## src/rtl/fir8_order.sv

```systemverilog
// 9-tap direct-form FIR with fixed symmetric coefficients 1,3,5,7,9,7,5,3,1.
// Registered output, one new sample per clock, synchronous active-high reset.
module fir8_order #(
  parameter int DATA_W = 4,
  parameter int OUT_W  = 10
) (
  input  logic              clk,
  input  logic              reset,
  input  logic [DATA_W-1:0] Data_in,
  output logic [OUT_W-1:0]  Data_out
);

  localparam int NTAPS = 9;
  // Coefficients sum to 41 < 2**6, so six guard bits hold the full sum.
  localparam int ACC_W = DATA_W + 6;

  localparam logic [3:0] H [NTAPS] = '{4'd1, 4'd3, 4'd5, 4'd7, 4'd9,
                                       4'd7, 4'd5, 4'd3, 4'd1};

  logic [DATA_W-1:0] x_q [NTAPS];
  logic [DATA_W-1:0] x_d [NTAPS];
  logic [ACC_W-1:0]  acc;
  logic [OUT_W-1:0]  data_out_q;
  logic [OUT_W-1:0]  data_out_d;

  always_comb begin
    x_d[0] = Data_in;
    for (int k = 1; k < NTAPS; k++) begin
      x_d[k] = x_q[k-1];
    end
  end

  // NOTE: acc is given a value before the loop accumulates into it, so no
  // path through this block leaves it unassigned and no latch is inferred.
  always_comb begin
    acc = '0;
    for (int k = 0; k < NTAPS; k++) begin
      acc = acc + ACC_W'(x_q[k]) * ACC_W'(H[k]);
    end
    data_out_d = OUT_W'(acc);
  end

  // NOTE: state registers use non-blocking assignments so every tap shifts
  // from the values held before the edge, independent of statement order.
  always_ff @(posedge clk) begin
    if (reset) begin
      // NOTE: the delay line is cleared on reset because stale samples would
      // otherwise leak into the output after release.
      for (int k = 0; k < NTAPS; k++) begin
        x_q[k] <= '0;
      end
      data_out_q <= '0;
    end else begin
      x_q        <= x_d;
      data_out_q <= data_out_d;
    end
  end

  assign Data_out = data_out_q;

endmodule

```

## config.mk

```make
export PLATFORM = sky130hd
export DESIGN_NAME = fir8_order
export DESIGN_NICKNAME = d
export VERILOG_FILES = /design/src/rtl/fir8_order.sv
export SDC_FILE = /design/constraint.sdc
export NUM_CORES = 1
export LEC_CHECK = 0
export CORE_MARGIN = 2
export CORE_UTILIZATION = 50
export DETAILED_ROUTE_END_ITERATION = 12
export DONT_BUFFER_PORTS = 1
export GPL_ROUTABILITY_DRIVEN = 0
export GPL_TIMING_DRIVEN = 0
export SYNTH_ARGS = -nofsm -noshare
export SYNTH_HDL_FRONTEND = slang
export SYNTH_SLANG_ARGS = --single-unit
```

## constraint.sdc

```tcl
create_clock -name clk -period 13.62 [get_ports clk]
set_input_delay 1.362 -clock clk [delete_from_list [all_inputs] [get_ports clk]]
set_output_delay 1.362 -clock clk [all_outputs]
set_load 0.005 [all_outputs]
```

### After elaboration in Yosys (flattened, before gate mapping)

Index checks and enable logic that the tools add are counted.

| word-level totals | value |
|---|---|
| register bits | 46 |
| output and inout bits | 10 |

| operators by class | value |
|---|---|
| add/subtract/negate cells | 8 |
| $mul | 7 |

Operators with widths:

| operator | number |
|---|---|
| $mul A4 B3 Y7 const B | 4 |
| $add A10 B7 Y10 | 2 |
| $mul A4 B2 Y6 const B | 2 |
| $add A10 B4 Y10 | 1 |
| $add A10 B6 Y10 | 1 |
| $add A9 B8 Y10 | 1 |
| $add A8 B7 Y9 | 1 |
| $add A7 B7 Y8 | 1 |
| $mul A4 B4 Y8 const B | 1 |
| $add A4 B6 Y7 | 1 |

### Longest topological paths before layout

Gate-level depths: netlist (run 1).

| depth | value |
|---|---|
| depth in word-level cells | 9 |
| gate-level depth with buffers | 20 |
| depth with buffers taken out | 20 |

### Least setup slack after synthesis (run 1)

No wires, ideal clock.

| timing | value |
|---|---|
| kind | register to register |
| from | reg x_q, in the netlist x_d[21] |
| to | reg data_out_q[7] (netlist: Data_out[7]) |
| setup time | 0.073 ns |
| data arrival time | 5.368 ns |
| path slack | 8.179 ns |
| cell stages (with the launch flop) | 17 |
| period minus slack after synthesis | 5.441 ns |
| cell sequence | dfxtp_1 inv_1 fa_1 inv_1 fa_1 fa_1 fa_1 fa_1 fa_1 inv_1 fa_1 inv_1 ha_1 a211oi_2 nor2_1 or4_4 o211ai_2 |

| on the way | value |
|---|---|
| cells in the longest elaborated chain, start to end | 8 |

RTL lines:

| item | RTL line | source |
|---|---|---|
| from (decl) | 20 | `logic [DATA_W-1:0] x_q [NTAPS];` |
| from (signal, indexed assignment) | 50 | `x_q[k] <= '0;` |
| from (signal assigned) | 54 | `x_q <= x_d;` |
| $mul A4 B3 Y7 | 38 | `acc = acc + ACC_W'(x_q[k]) * ACC_W'(H[k]);` |
| $add A7 B7 Y8 | 38 |  |
| $add A8 B7 Y9 | 38 |  |
| $add A9 B8 Y10 | 38 |  |
| $add A10 B7 Y10 (2 in series) | 38 |  |
| $add A10 B6 Y10 | 38 |  |
| $add A10 B4 Y10 | 38 |  |
| to (signal assigned) | 55 | `data_out_q <= data_out_d;` |
| to (decl) | 23 | `logic [OUT_W-1:0] data_out_q;` |

No other way between the ends.
A chain may end at the register's enable or synchronous reset.

### Final worst setup path (run 1)

Same ends and word-level chain as after synthesis.

==> summary.md, run 1 <==
| Metric | Value |
|---|---|
| Run status | `finished clean` |
| WS Path Type | `register to register` |
| Final setup margin | `approximately 7900 ps` |
| Worst slack at placement | `roughly 7900 ps` |
| Drt via density | `4.71` |
| Post-CTS sizing | `0` |
| Simple-gate share of the synthesized area | `about a tenth` |
| Post-Synth XOR/XNOR Area | `0%` |
| Share of flip-flops with an asynchronous set or reset | `0%` |
| Adder-cell share of the synthesized area | `around half` |
| Final setup vio count | `0` |
| First-pass iteration count of the detailed router | `3` |
| Die footprint | `roughly 0.0076 mm²` |
| Dpl hpwl | `a little under 5000 µm` |
| Worst-margin pin slew | `approximately 580 ps` |
| Filler cell count | `~630` |
| Startpoint types | `register` |
| DRT antenna net count | `0` |
| Synth Area in Compound Gates | `3.33%` |
| Yosys Warn Count | `0` |
| Initial DRC Count | `35` |
| IO Port Bufs | `0` |
| CTS tree | `built` |
| Sink Count | `between 40 and 50` |
| Initial antenna violation count | `0` |
| Prevailing post-synth register cell | `dfxtp_1` |
| Cell accounting for the most synthesized area | `fa_1` |
| CP arrival | `roughly 6000 ps` |
| Max Fclk | `between 150 and 200 MHz` |
| Overflow after GRT | `0` |
| Postcts setup bufs | `0` |
| Clk_lat worst skew | `around 290 ps` |
| Pwr/cell area | `75.8 mW/mm²` |
| Post-synthesis sequential area ratio | `approximately a quarter` |
| Hold_buf cts | `0` |
| Final hold vios | `0` |
| Total track usage | `18.1%` |
| VDD IR-drop max | `between 0.03 and 0.04 mV` |
| Top-area cell type share of the netlist area | `about 32%` |
| Starting Density | `between 50% and 60%` |
| Vias in the first global route | `2,193` |
| Vias after detailed routing | `1,955` |
| CORE AREA | `0.00672 mm²` |
| Crit-path max FO | `3` |
| H-tree levels | `2` |
| Largest net degree at the start of global routing | `14` |
| CP Data Required Time | `between 10,000 and 15,000 ps` |
| Clock tree buffer depth | `2` |
| Hold/Removal Path Class | `register to register` |
| Non-Filler Instances | `roughly 420` |
| Post-synth top cells | `100 x inv_1, 56 x fa_1, 46 x dfxtp_1, 45 x ha_1, 28 x nor2b_1` |
| Most common cell in the synthesized netlist | `inv_1` |
| Synthesized area | `~0.0035 mm²` |
| # DRC | `0` |
| Leak | `around 1.9 nW` |
| Ratio of cells with drive above 1 in the final layout | `roughly 3.6%` |
| Mean Syn Cell Area | `10.5 µm²` |
| Clock buffer count from CTS | `5` |
| Global-route wire length before repair | `10,400 µm` |
| Fin crit share | `a little over two fifths` |
| Unique masters post-synth | `25` |
| Clock Skews | `4.15 ps` |
| Top cells by area, synth | `fa_1 32%, dfxtp_1 27%, ha_1 16%` |
| Total Wirelength | `approximately 5700 µm` |
| Std-Cell Rows | `30` |
| Tmin final | `between 5000 and 6000 ps` |
| Syn Inst Count | `between 300 and 400` |
| RSZ-0062 raised after global routing | `no` |
| CP Capture Type | `register` |
| Worst slew margin | `61.2%` |
| Die H | `between 80 and 90 µm` |
| CTS root buf | `clkbuf_8` |
| Syn nets | `approximately 440` |
| Layout net count | `roughly 440` |
| Seq cells post-synth | `between 40 and 50` |
| Wire length per cell | `~14 µm` |
| Io pins | `16` |
| Max_cap viols | `0` |
| Clock-pin slew on the worst setup and hold paths | `~80 ps` |
| Placed instance count | `a little over 400` |
| Largest family of logic cells by synthesized area | `adder cells` |
| Final TNS setup | `0 ps` |
| Antenna Cells | `0` |
| Area growth syn-to-layout | `5.18%` |
| Slew Viols, Final | `0` |
| Multiplexer share of the synthesized area | `0%` |
| EDFF count, synth | `0` |
| Die width | `between 80 and 90 µm` |
[critical path, stage by stage, from the launching register on]
cell      delay [ps]
dfxtp_1          350
inv_1             90
fa_1             540
inv_1             50
fa_1             510
fa_1             520
fa_1             530
fa_1             520
fa_1             540
inv_1             60
fa_1             600
inv_1             60
ha_1             310
a211oi_2         290
nor2_1           120
or4_4            490
o211ai_2          90
[cell usage in the layout (no fill, tap or decap)]
master	n
a211oi_2	1
nand3_1	1
nor4b_1	1
o211ai_2	1
nand2_1	1
nor2b_1	28
a21o_1	1
clkbuf_1	5
or3b_2	1
fa_1	56
nand2b_1	1
a21oi_1	2
o21ai_1	3
nor3b_1	2
or4_4	1
a211oi_1	1
clkinv_2	2
inv_1	100
o21a_1	3
o31a_1	1
o211a_1	1
ha_1	45
nor2_1	17
dfxtp_1	46
clkbuf_8	5
nor3_1	8
a21o_2	1
[worst paths after layout]
path,start,endpoint,slack [ps],cells after the start
setup reg to reg,x_d[21]$_SDFF_PP0_,Data_out[7]$_SDFF_PP0_,7890,16
hold / removal,x_d[24]$_SDFF_PP0_,x_d[20]$_SDFF_PP0_,500,1
hold reg to reg,x_d[24]$_SDFF_PP0_,x_d[20]$_SDFF_PP0_,500,1
setup / recovery,x_d[21]$_SDFF_PP0_,Data_out[7]$_SDFF_PP0_,7890,16
[cell type report]
| class | count | area [µm²] | area share, % |
|---|---|---|---|
| Buffer | 5 | 18.8 | 0.517 |
| Clock buffer | 5 | 68.8 | 1.90 |
| Clock inverter | 2 | 10.0 | 0.276 |
| Inverter | 100 | 375 | 10.3 |
| Multi-Input combinational cell | 177 | 2140 | 58.9 |
| Sequential cell | 46 | 921 | 25.4 |
| Tap cell | 80 | 100 | 2.76 |
[layer usage]
layer | up-vias | share of wire [%] | GRT usage, %
li1 | 982 | - | -
met1 | 957 | 50 | 25.9
met4 | 0 | 0.90 | 3.36
met2 | 11 | 47 | 29.5
met3 | 5 | 2.0 | 2.94
met5 | - | 0 | 0
[registers in the layout, indices dropped and copies added, names as in the netlist]
register,flops
x_d,32
Data_out,10
x_q,4
[power breakdown]
part,switching [mW],total (mW),internal (mW)
logic,0.0300,0.0525,0.0225
registers,0.00334,0.143,0.140
clock network,0.0449,0.0795,0.0345
total,0.0783,0.275,0.197
[stage by stage]
step	util, %	power [mW]	hold slack (ps)	area (µm²)
5_1_grt	54.0	0.296	516	3630
6_report	54.0	0.275	498	3630
3_5_place_dp	52.9	0.201	489	3550
2_1_floorplan	-	0.187	434	3450
3_3_place_gp	52.9	0.200	482	3550
4_1_cts	54.0	0.282	502	3630
[cell families (layout without fill, tap and decap cells)]
group	Yosys count	after routing
buf+inv	105	112
flops	46	46
compound gates	15	15
fa+ha+maj	101	101
simple gates	61	61
Power figures use the tool's default switching activity.
==> run 2, diff against run 1 <==
PLACE_DENSITY = 0.68   (was not set)
clock period = 5.1 ns   (was 13.62 ns; I/O delays follow)
==> run 2 against run 1 <==
Against the previous run:
- the flow now finishes with violations (negative setup slack)
- cell count grew 1.7%
- combinational power rose to 3.3 times the previous value
- power rose to 3.0 times the previous value
- flip-flop and latch count stayed put
- non-clock buffer count rose by 6
- largest cell class unchanged
- wire length grew 3.5%
- clock skew grew 3.6 ps
- setup slack got worse by 8100 ps
- clock power rose to 3.5 times the previous value
- sequential share of layout area shrank 0.78 points
==> summary.md, run 2 (synthesis results as in run 1) <==
| Metric | Value |
|---|---|
| Hold WS | `approximately 330 ps` |
| Total Wirelength | `5870 µm` |
| WS Path Type | `register to register` |
| Worst slew margin | `61.8%` |
| Final setup vio count | `4` |
| Largest net degree at the start of global routing | `15` |
| CP Data Required Time | `about 5300 ps` |
| Violated checks | `negative setup slack` |
| Run status | `finished with violations` |
| Die width | `about 87 µm` |
| RR Startpoint | `x_d[12]$_SDFF_PP0_` |
| CP arrival | `between 5000 and 6000 ps` |
| Global-route wire length before repair | `10,400 µm` |
| Startpoint types | `register` |
| Wire length per cell | `about 14 µm` |
| Non-Filler Instances | `about 420` |
| Max Fclk | `188 MHz` |
| Vias after detailed routing | `approximately 2,000` |
| IO Port Bufs | `0` |
| Max_cap viols | `0` |
| Slew Viols, Final | `0` |
| Clock Skews | `between 7 and 8 ps` |
| Fin crit share | `104%` |
| Reg2Reg Depth | `16` |
| Dpl hpwl | `roughly 4800 µm` |
| Clock buffer count from CTS | `5` |
| R2R setup slack | `-230 ps` |
| Initial antenna violation count | `0` |
| RSZ-0062 raised after global routing | `yes` |
| Final hold vios | `0` |
| Leak | `1.93 nW` |
| Layout net count | `448` |
| Critical hold path startpoint | `Data_in[1]` |
| Cells on Worst Hold Path | `1` |
| Pwr/cell area | `between 200 and 250 mW/mm²` |
| Antenna Cells | `0` |
| CTS root buf | `clkbuf_8` |
| Clk_lat worst skew | `approximately 300 ps` |
| Most frequent cells in the layout | `94 x inv_1, 53 x fa_1, 42 x ha_1` |
| Placed instance count | `approximately 410` |
| CTS tree | `built` |
| Initial DRC Count | `45` |
| Hold/Removal Path Class | `input pin to register` |
| Die footprint | `between 0.007 and 0.008 mm²` |
| Clock-pin slew on the worst setup and hold paths | `90 ps` |
| H-tree levels | `2` |
| Std-Cell Rows | `30` |
| Clock tree buffer depth | `2` |
| CORE AREA | `0.00672 mm²` |
| Max reg flops | `32` |
| Io pins | `16` |
| Final TNS setup | `-656 ps` |
| Filler cell count | `between 500 and 600` |
| Ratio of cells with drive above 1 in the final layout | `14.3%` |
| Hold Path End | `x_d[29]$_SDFF_PP0_` |
| Total track usage | `a little under a fifth` |
| Commonest non-fill, non-tap cell in the layout | `inv_1` |
| Tmin final | `5330 ps` |
| Worst-margin pin slew | `approximately 570 ps` |
| Final setup margin | `-228 ps` |
| Drt via density | `roughly 4.8` |
| CP Capture Type | `register` |
| Final Util | `a little under three fifths` |
| Hold_buf cts | `0` |
| Vias in the first global route | `around 2,300` |
| Crit-path max FO | `3` |
| VDD IR-drop max | `0.126 mV` |
| Overflow after GRT | `0` |
| First-pass iteration count of the detailed router | `4` |
| Area growth syn-to-layout | `10.4%` |
| Starting Density | `around 50%` |
| Sink Count | `46` |
| Die H | `87.1 µm` |
| RR Endpoint | `Data_out[7]$_SDFF_PP0_` |
| DRT antenna net count | `0` |
| # DRC | `0` |
run 2: cell count changes in the layout (fill, tap and decap cells not counted), sizes merged:
cell and change:
buf +6, bufinv +1
run 2: worst max path at each step:
stage,startpoint,to,slack (ps),cells after the start
3_3_place_gp,x_d[12]$_SDFF_PP0_,Data_out[7]$_SDFF_PP0_,-290,16
4_1_cts,x_d[12]$_SDFF_PP0_,Data_out[7]$_SDFF_PP0_,-280,16
6_report,x_d[12]$_SDFF_PP0_,Data_out[7]$_SDFF_PP0_,-230,16
2_1_floorplan,x_d[7]$_SDFF_PP0_,Data_out[7]$_SDFF_PP0_,-50,16
5_1_grt,x_d[26]$_SDFF_PP0_,Data_out[7]$_SDFF_PP0_,-390,17
3_5_place_dp,x_d[5]$_SDFF_PP0_,Data_out[7]$_SDFF_PP0_,-330,16
run 2: critical path, cell delays in order, from the launching register on:
cell and delay (ps):
dfxtp_4 370, fa_1 530, inv_1 50, fa_1 490, inv_2 40, fa_1 570, fa_2 450, fa_1 510
fa_1 520, inv_1 50, fa_1 510, inv_2 50, ha_4 220, a211oi_4 260, nor2_2 100, or4_4 480
o211ai_2 80
run 2: per-stage QoR:
stage | power (mW) | cell area, µm² | setup WS, ps
floorplan | 0.503 | 3470 | -54.6
global placement | 0.533 | 3570 | -289
detailed placement | 0.538 | 3570 | -330
CTS | 0.830 | 3760 | -276
global route | 0.882 | 3810 | -395
finish | 0.833 | 3810 | -228
run 2: what timing repair did:
| action | in CTS | in global routing |
|---|---|---|
| hold endpoints to repair | 0 | 0 |
| pin swaps | 15 | 15 |
| endpoints found under the setup margin | 6 | 6 |
| resized for setup | 20 | 11 |
| setup buffers | 4 | 2 |
run 2: final cells by class:
type	count	area [µm²]	area share [%]
plain buffers	5	18.8	0.492
clock buffers	5	68.8	1.81
clock inverters	3	40.0	1.05
inverters	100	375	9.85
multi-input cells	177	2230	58.4
flip-flops and latches	46	937	24.6
well taps	80	100	2.63
repair buffers	6	45.0	1.18
run 2: power by group:
group / internal, mW / switching, mW
clock network: 0.145 / 0.133
registers: 0.374 / 0.00887
logic: 0.0790 / 0.0945
total: 0.597 / 0.236
run 2: layer usage:
layer | wire [µm] | GRT usage, % | up-vias
met4 | 127 | 6.15 | 0
met1 | 2800 | 25.6 | 985
met5 | 0 | 0 | -
li1 | - | - | 992
met2 | 2810 | 29.2 | 23
met3 | 127 | 3.13 | 11
==> run 3, diff against run 2 <==
--- a/config.mk
+++ b/config.mk
@@ -14,2 +14,3 @@
 export PLACE_DENSITY = 0.68
+export SKIP_LAST_GASP = 1
 export SYNTH_ARGS = -nofsm -noshare
==> constraint.sdc (replaced) <==
create_clock -name clk -period 5.1 [get_ports clk]
set_input_delay 1.02 -clock clk [delete_from_list [all_inputs] [get_ports clk]]
set_output_delay 1.02 -clock clk [all_outputs]
set_load 0.005 [all_outputs]
==> run 3 against run 2 <==
Against the previous run:
- the run still ends with negative setup slack left
- core utilization down 0.17 points
- largest power group unchanged
- design area is 0.30% lower
- power fell by 0.41%
- critical path depth did not move
==> summary.md, run 3 (synthesis results as in run 1) <==
| Metric | Value |
|---|---|
| Filler cell count | `588` |
| Clock Skews | `6.58 ps` |
| Worst slew margin | `between 60 and 70%` |
| RSZ-0062 raised after global routing | `yes` |
| Hold WS | `between 400 and 500 ps` |
| Placed instance count | `408` |
| Tmin final | `5320 ps` |
| CP Capture Type | `register` |
| Largest net degree at the start of global routing | `15` |
| Ratio of cells with drive above 1 in the final layout | `between 10 and 15%` |
| Fin crit share | `104%` |
| Violated checks | `negative setup slack` |
| Run status | `finished with violations` |
| CORE AREA | `~0.0067 mm²` |
| WS Path Type | `register to register` |
| Initial DRC Count | `44` |
| Io pins | `16` |
| Drt via density | `around 4.8` |
| Top Family by Delay on Critical Path | `adder cells` |
| Clock buffer count from CTS | `5` |
| Die H | `87.1 µm` |
| DRT antenna net count | `0` |
| Hold_buf cts | `0` |
| VDD IR-drop max | `0.126 mV` |
| Total track usage | `between 15 and 20%` |
| IO Port Bufs | `0` |
| Most frequent cells in the layout | `94 x inv_1, 53 x fa_1, 42 x ha_1` |
| Total Wirelength | `between 5000 and 6000 µm` |
| Overflow after GRT | `0` |
| Die width | `87.1 µm` |
| Std-Cell Rows | `30` |
| Crit-path cells | `fa_1 > inv_1 > fa_1 > inv_2 > fa_1 > fa_2 > fa_1 > fa_1 > inv_1 > fa_1 > inv_2 > ha_4 > a211oi_4 > nor2_2 > or4_4 > o211ai_2` |
| Crit-path max FO | `3` |
| Max Fclk | `188 MHz` |
| Global-route wire length before repair | `roughly 10,000 µm` |
| Slowest-stage cell, CP | `fa_1` |
| Leak | `about 1.9 nW` |
| Worst-margin pin slew | `roughly 600 ps` |
| Starting Density | `between 50% and 60%` |
| Final instance area | `~0.0038 mm²` |
| Max_cap viols | `0` |
| Sink Count | `46` |
| Power Total | `0.830 mW` |
| Layout net count | `approximately 450` |
| H-tree levels | `2` |
| CTS root buf | `clkbuf_8` |
| Dpl cell area | `between 0.003 and 0.004 mm²` |
| Worst slack at placement | `-330 ps` |
| Most used cell, CP | `fa_1` |
| Final hold vios | `0` |
| Antenna Cells | `0` |
| Startpoint types | `register` |
| Die footprint | `approximately 0.0076 mm²` |
| Final setup vio count | `4` |
| Initial antenna violation count | `0` |
| # DRC | `0` |
| Non-Filler Instances | `422` |
| Vias in the first global route | `2,257` |
| CP Data Required Time | `about 5300 ps` |
| CP max stage delay | `~570 ps` |
| Pwr/cell area | `218 mW/mm²` |
| Commonest non-fill, non-tap cell in the layout | `inv_1` |
| CP arrival | `approximately 5600 ps` |
| Dpl hpwl | `just under 5000 µm` |
| Clock tree buffer depth | `2` |
| Hold/Removal Path Class | `register to register` |
| Worst path buffer plus inverter count | `4` |
| Slew Viols, Final | `0` |
| Clk_lat worst skew | `~300 ps` |
| Vias after detailed routing | `2,006` |
| CTS tree | `built` |
| First-pass iteration count of the detailed router | `4` |
| R2R setup slack | `-220 ps` |
| Max reg flops | `32` |
| Area growth syn-to-layout | `10.1%` |
| Wire length per cell | `approximately 14 µm` |
| Final setup margin | `-219 ps` |
| Clock-pin slew on the worst setup and hold paths | `roughly 90 ps` |
run 3: where the power goes:
group	total, mW	internal (mW)	switching [mW]
clock network	0.275	0.144	0.130
logic	0.172	0.0789	0.0936
registers	0.383	0.374	0.00889
total	0.830	0.597	0.233
run 3: layout make-up:
cell class | instances | area (µm²) | share of cell area (%)
buffer | 5 | 18.8 | 0.494
inverter | 100 | 375 | 9.87
sequential | 46 | 937 | 24.7
multi-input combinational | 177 | 2220 | 58.3
timing repair buffer | 6 | 45.0 | 1.18
clock inverter | 3 | 40.0 | 1.05
clock buffer | 5 | 68.8 | 1.81
tap | 80 | 100 | 2.63
run 3: path summary, 6_finish.rpt:
| path | startpoint | to | depth (start not counted) |
|---|---|---|---|
| setup / recovery | x_d[12]$_SDFF_PP0_ | Data_out[7]$_SDFF_PP0_ | 16 |
| hold / removal | x_d[28]$_SDFF_PP0_ | x_d[24]$_SDFF_PP0_ | 1 |
| setup reg to reg | x_d[12]$_SDFF_PP0_ | Data_out[7]$_SDFF_PP0_ | 16 |
| hold reg to reg | x_d[28]$_SDFF_PP0_ | x_d[24]$_SDFF_PP0_ | 1 |
run 3: what timing repair did:
item | in CTS | in global routing
gates resized for setup | 20 | 9
pin swaps | 15 | 15
setup endpoints to repair | 6 | 6
gates cloned | 0 | 0
buffers inserted | 4 | 2
run 3: per-stage QoR:
step	TNS (ps)	util [%]
final	-659	56.6
after global routing	-1520	56.6
after CTS	-778	56.0
after detailed placement	-975	53.2
after global placement	-782	53.2
after floorplan	-54.6	-
run 3: worst register-to-register path: cells and delay by family, from the launching register on:
kind	cells	cell delay, ps
buffers and inverters	4	190
flip-flops	1	370
AND/OR/NAND/NOR	2	570
adder cells (fa/ha/maj)	8	3800
AO/OA/AOI/OAI	2	340
run 3: routing by layer:
metal,GRT usage [%],vias up,wire length (µm)
li1,-,991,-
met1,25.6,981,2760
met2,29.2,23,2770
met3,3.13,11,160
met4,6.15,0,127
met5,0,-,0
==> RTL edit, RTL diff (settings of run 3) <==
Take the reset off `data_out_q` and load it in a clocked block of its own.
--- a/src/rtl/fir8_order.sv
+++ b/src/rtl/fir8_order.sv
@@ -49,11 +49,13 @@
       for (int k = 0; k < NTAPS; k++) begin
         x_q[k] <= '0;
       end
-      data_out_q <= '0;
     end else begin
       x_q        <= x_d;
-      data_out_q <= data_out_d;
     end
+  end
+
+  always_ff @(posedge clk) begin
+    data_out_q <= data_out_d;
   end
 
   assign Data_out = data_out_q;
Behaviour: differs if reset is asserted again (counterexample within 4 cycles, from zero or initial values and one cycle with reset high); with reset held inactive, the same outputs for 4 cycles.
==> RTL edit against run 3 <==
The run still ends with setup timing left; total power grew 4.6%; clock skew is 0.0021 ns lower; routed wire length decreased by 7.9%; cell area fell by 2.7%; global-route usage down 1.2 points; synthesized cell count decreased by 4.9%; sequential cell count unchanged; area after synthesis shrank 2.6%; worst setup slack gained 0.092 ns; count of clock-buffer cells in the layout is 1 higher; highest routed layer unchanged.
==> RTL edit: results (changes against run 3) <==
Status
  • Status: finished, violations left
  • Failing checks: setup timing

Power
  • Total Power: 868 µW (+4.6%)
  • Total combinational power: 138 µW (-20%)
  • Peak supply drop: 0.000246 V (+95%)
  • Lkg Pwr: 1.91 nW (-0.27%)
  • Power Internal: 655 µW (+9.6%)

Layout
  • Nonclk inv count: 101 (+1.0%)
  • Finished Cell Area: 3700 µm² (-2.7%)
  • Data buffer area share: 0.0152 (-0.00156)
  • Fraction of standard cell area in multi-input logic: 0.565 (-0.0178)
  • Seq/total area: 0.252 (+0.00591)
  • CLK BUF: 6 (+1)
  • Fill count: 552 (-6.1%)
  • Comb_multi_in: 162 (-8.5%)

Global routing
  • Vias in the first global route: 2042 (-9.5%)
  • M3 GR Usage: 0.0327 (+0.00144)
  • M2 GR Usage: 0.270 (-0.0222)
  • GRT met1 Usage: 0.243 (-0.0131)

Routing
  • DRT met1 WL: 2520 µm (-8.6%)
  • WL per Instance: 13.3 µm (-3.6%)
  • Starting DRT DRC Count: 34 (-23%)
  • Drt pass-1 iters: 3 (-1)

Synth
  • Sequential share of the synthesized area: 0.274 (+0.00705)
  • Top post-synthesis cells by count: 101 x inv_1, 56 x fa_1, 46 x dfxtp_1
  • Top cell type's share of synthesized area: 0.333 (+0.00858)
  • Mapped Cells: 312 (-4.9%)
  • Syn Nets: 419 (-3.7%)
  • Distinct cells, synth: 19 (-24%)

STA
  • Final worst clock skew: 0.00452 ns (-0.00206 ns)
  • Final Setup Violations: 4 (unchanged)
  • Final WS setup: -0.127 ns (+0.0920 ns)
  • Hold WS: 0.494 ns (-0.00346 ns)

Worst setup path
  • Reg2reg start: x_d[18]$_SDFF_PP0_
  • Critical Path AT: 5.42 ns (-0.14 ns)
  • Critical R2R Capture: Data_out[9]$_DFF_P_

Placement
  • Dpl hpwl: 4440 µm (-7.4%)
  • Placed Cells incl. Taps: 389 (-4.7%)
  • Post-DP Area: 3470 µm² (-2.8%)

Min path
  • Hold EP: x_d[20]$_SDFF_PP0_

Clock tree
  • Cts repair resizes: 11 (-45%)
[RTL edit: cell count changes after synthesis, moves of 2 or more]
cell | before | now
o21ai_1 | 3 | 0
clkbuf_1 | 5 | 3
nor3b_1 | 2 | 0
nor2b_1 | 28 | 26
xnor2_1 | 0 | 3
nor3_1 | 8 | 1
[RTL edit: cells by family after synthesis]
group,share of synthesized area
xor gates and xnor gates,0.0104
AOI/OAI and AO/OA,0.0260
DFF,0.274
buffers and inverters,0.116
and+or+nand+nor,0.0729
adders and majority gates,0.501
[RTL edit: worst max-delay path: stages (launching register included)]
cell and delay (ns):
dfxtp_4 0.36, fa_1 0.53, inv_1 0.05, fa_1 0.47, inv_1 0.06, fa_2 0.57, fa_1 0.45, fa_2 0.49
fa_1 0.49, inv_1 0.06, fa_1 0.55, inv_1 0.04, ha_1 0.26, a21o_1 0.20, a221oi_4 0.29, a21oi_2 0.10
xor2_1 0.16
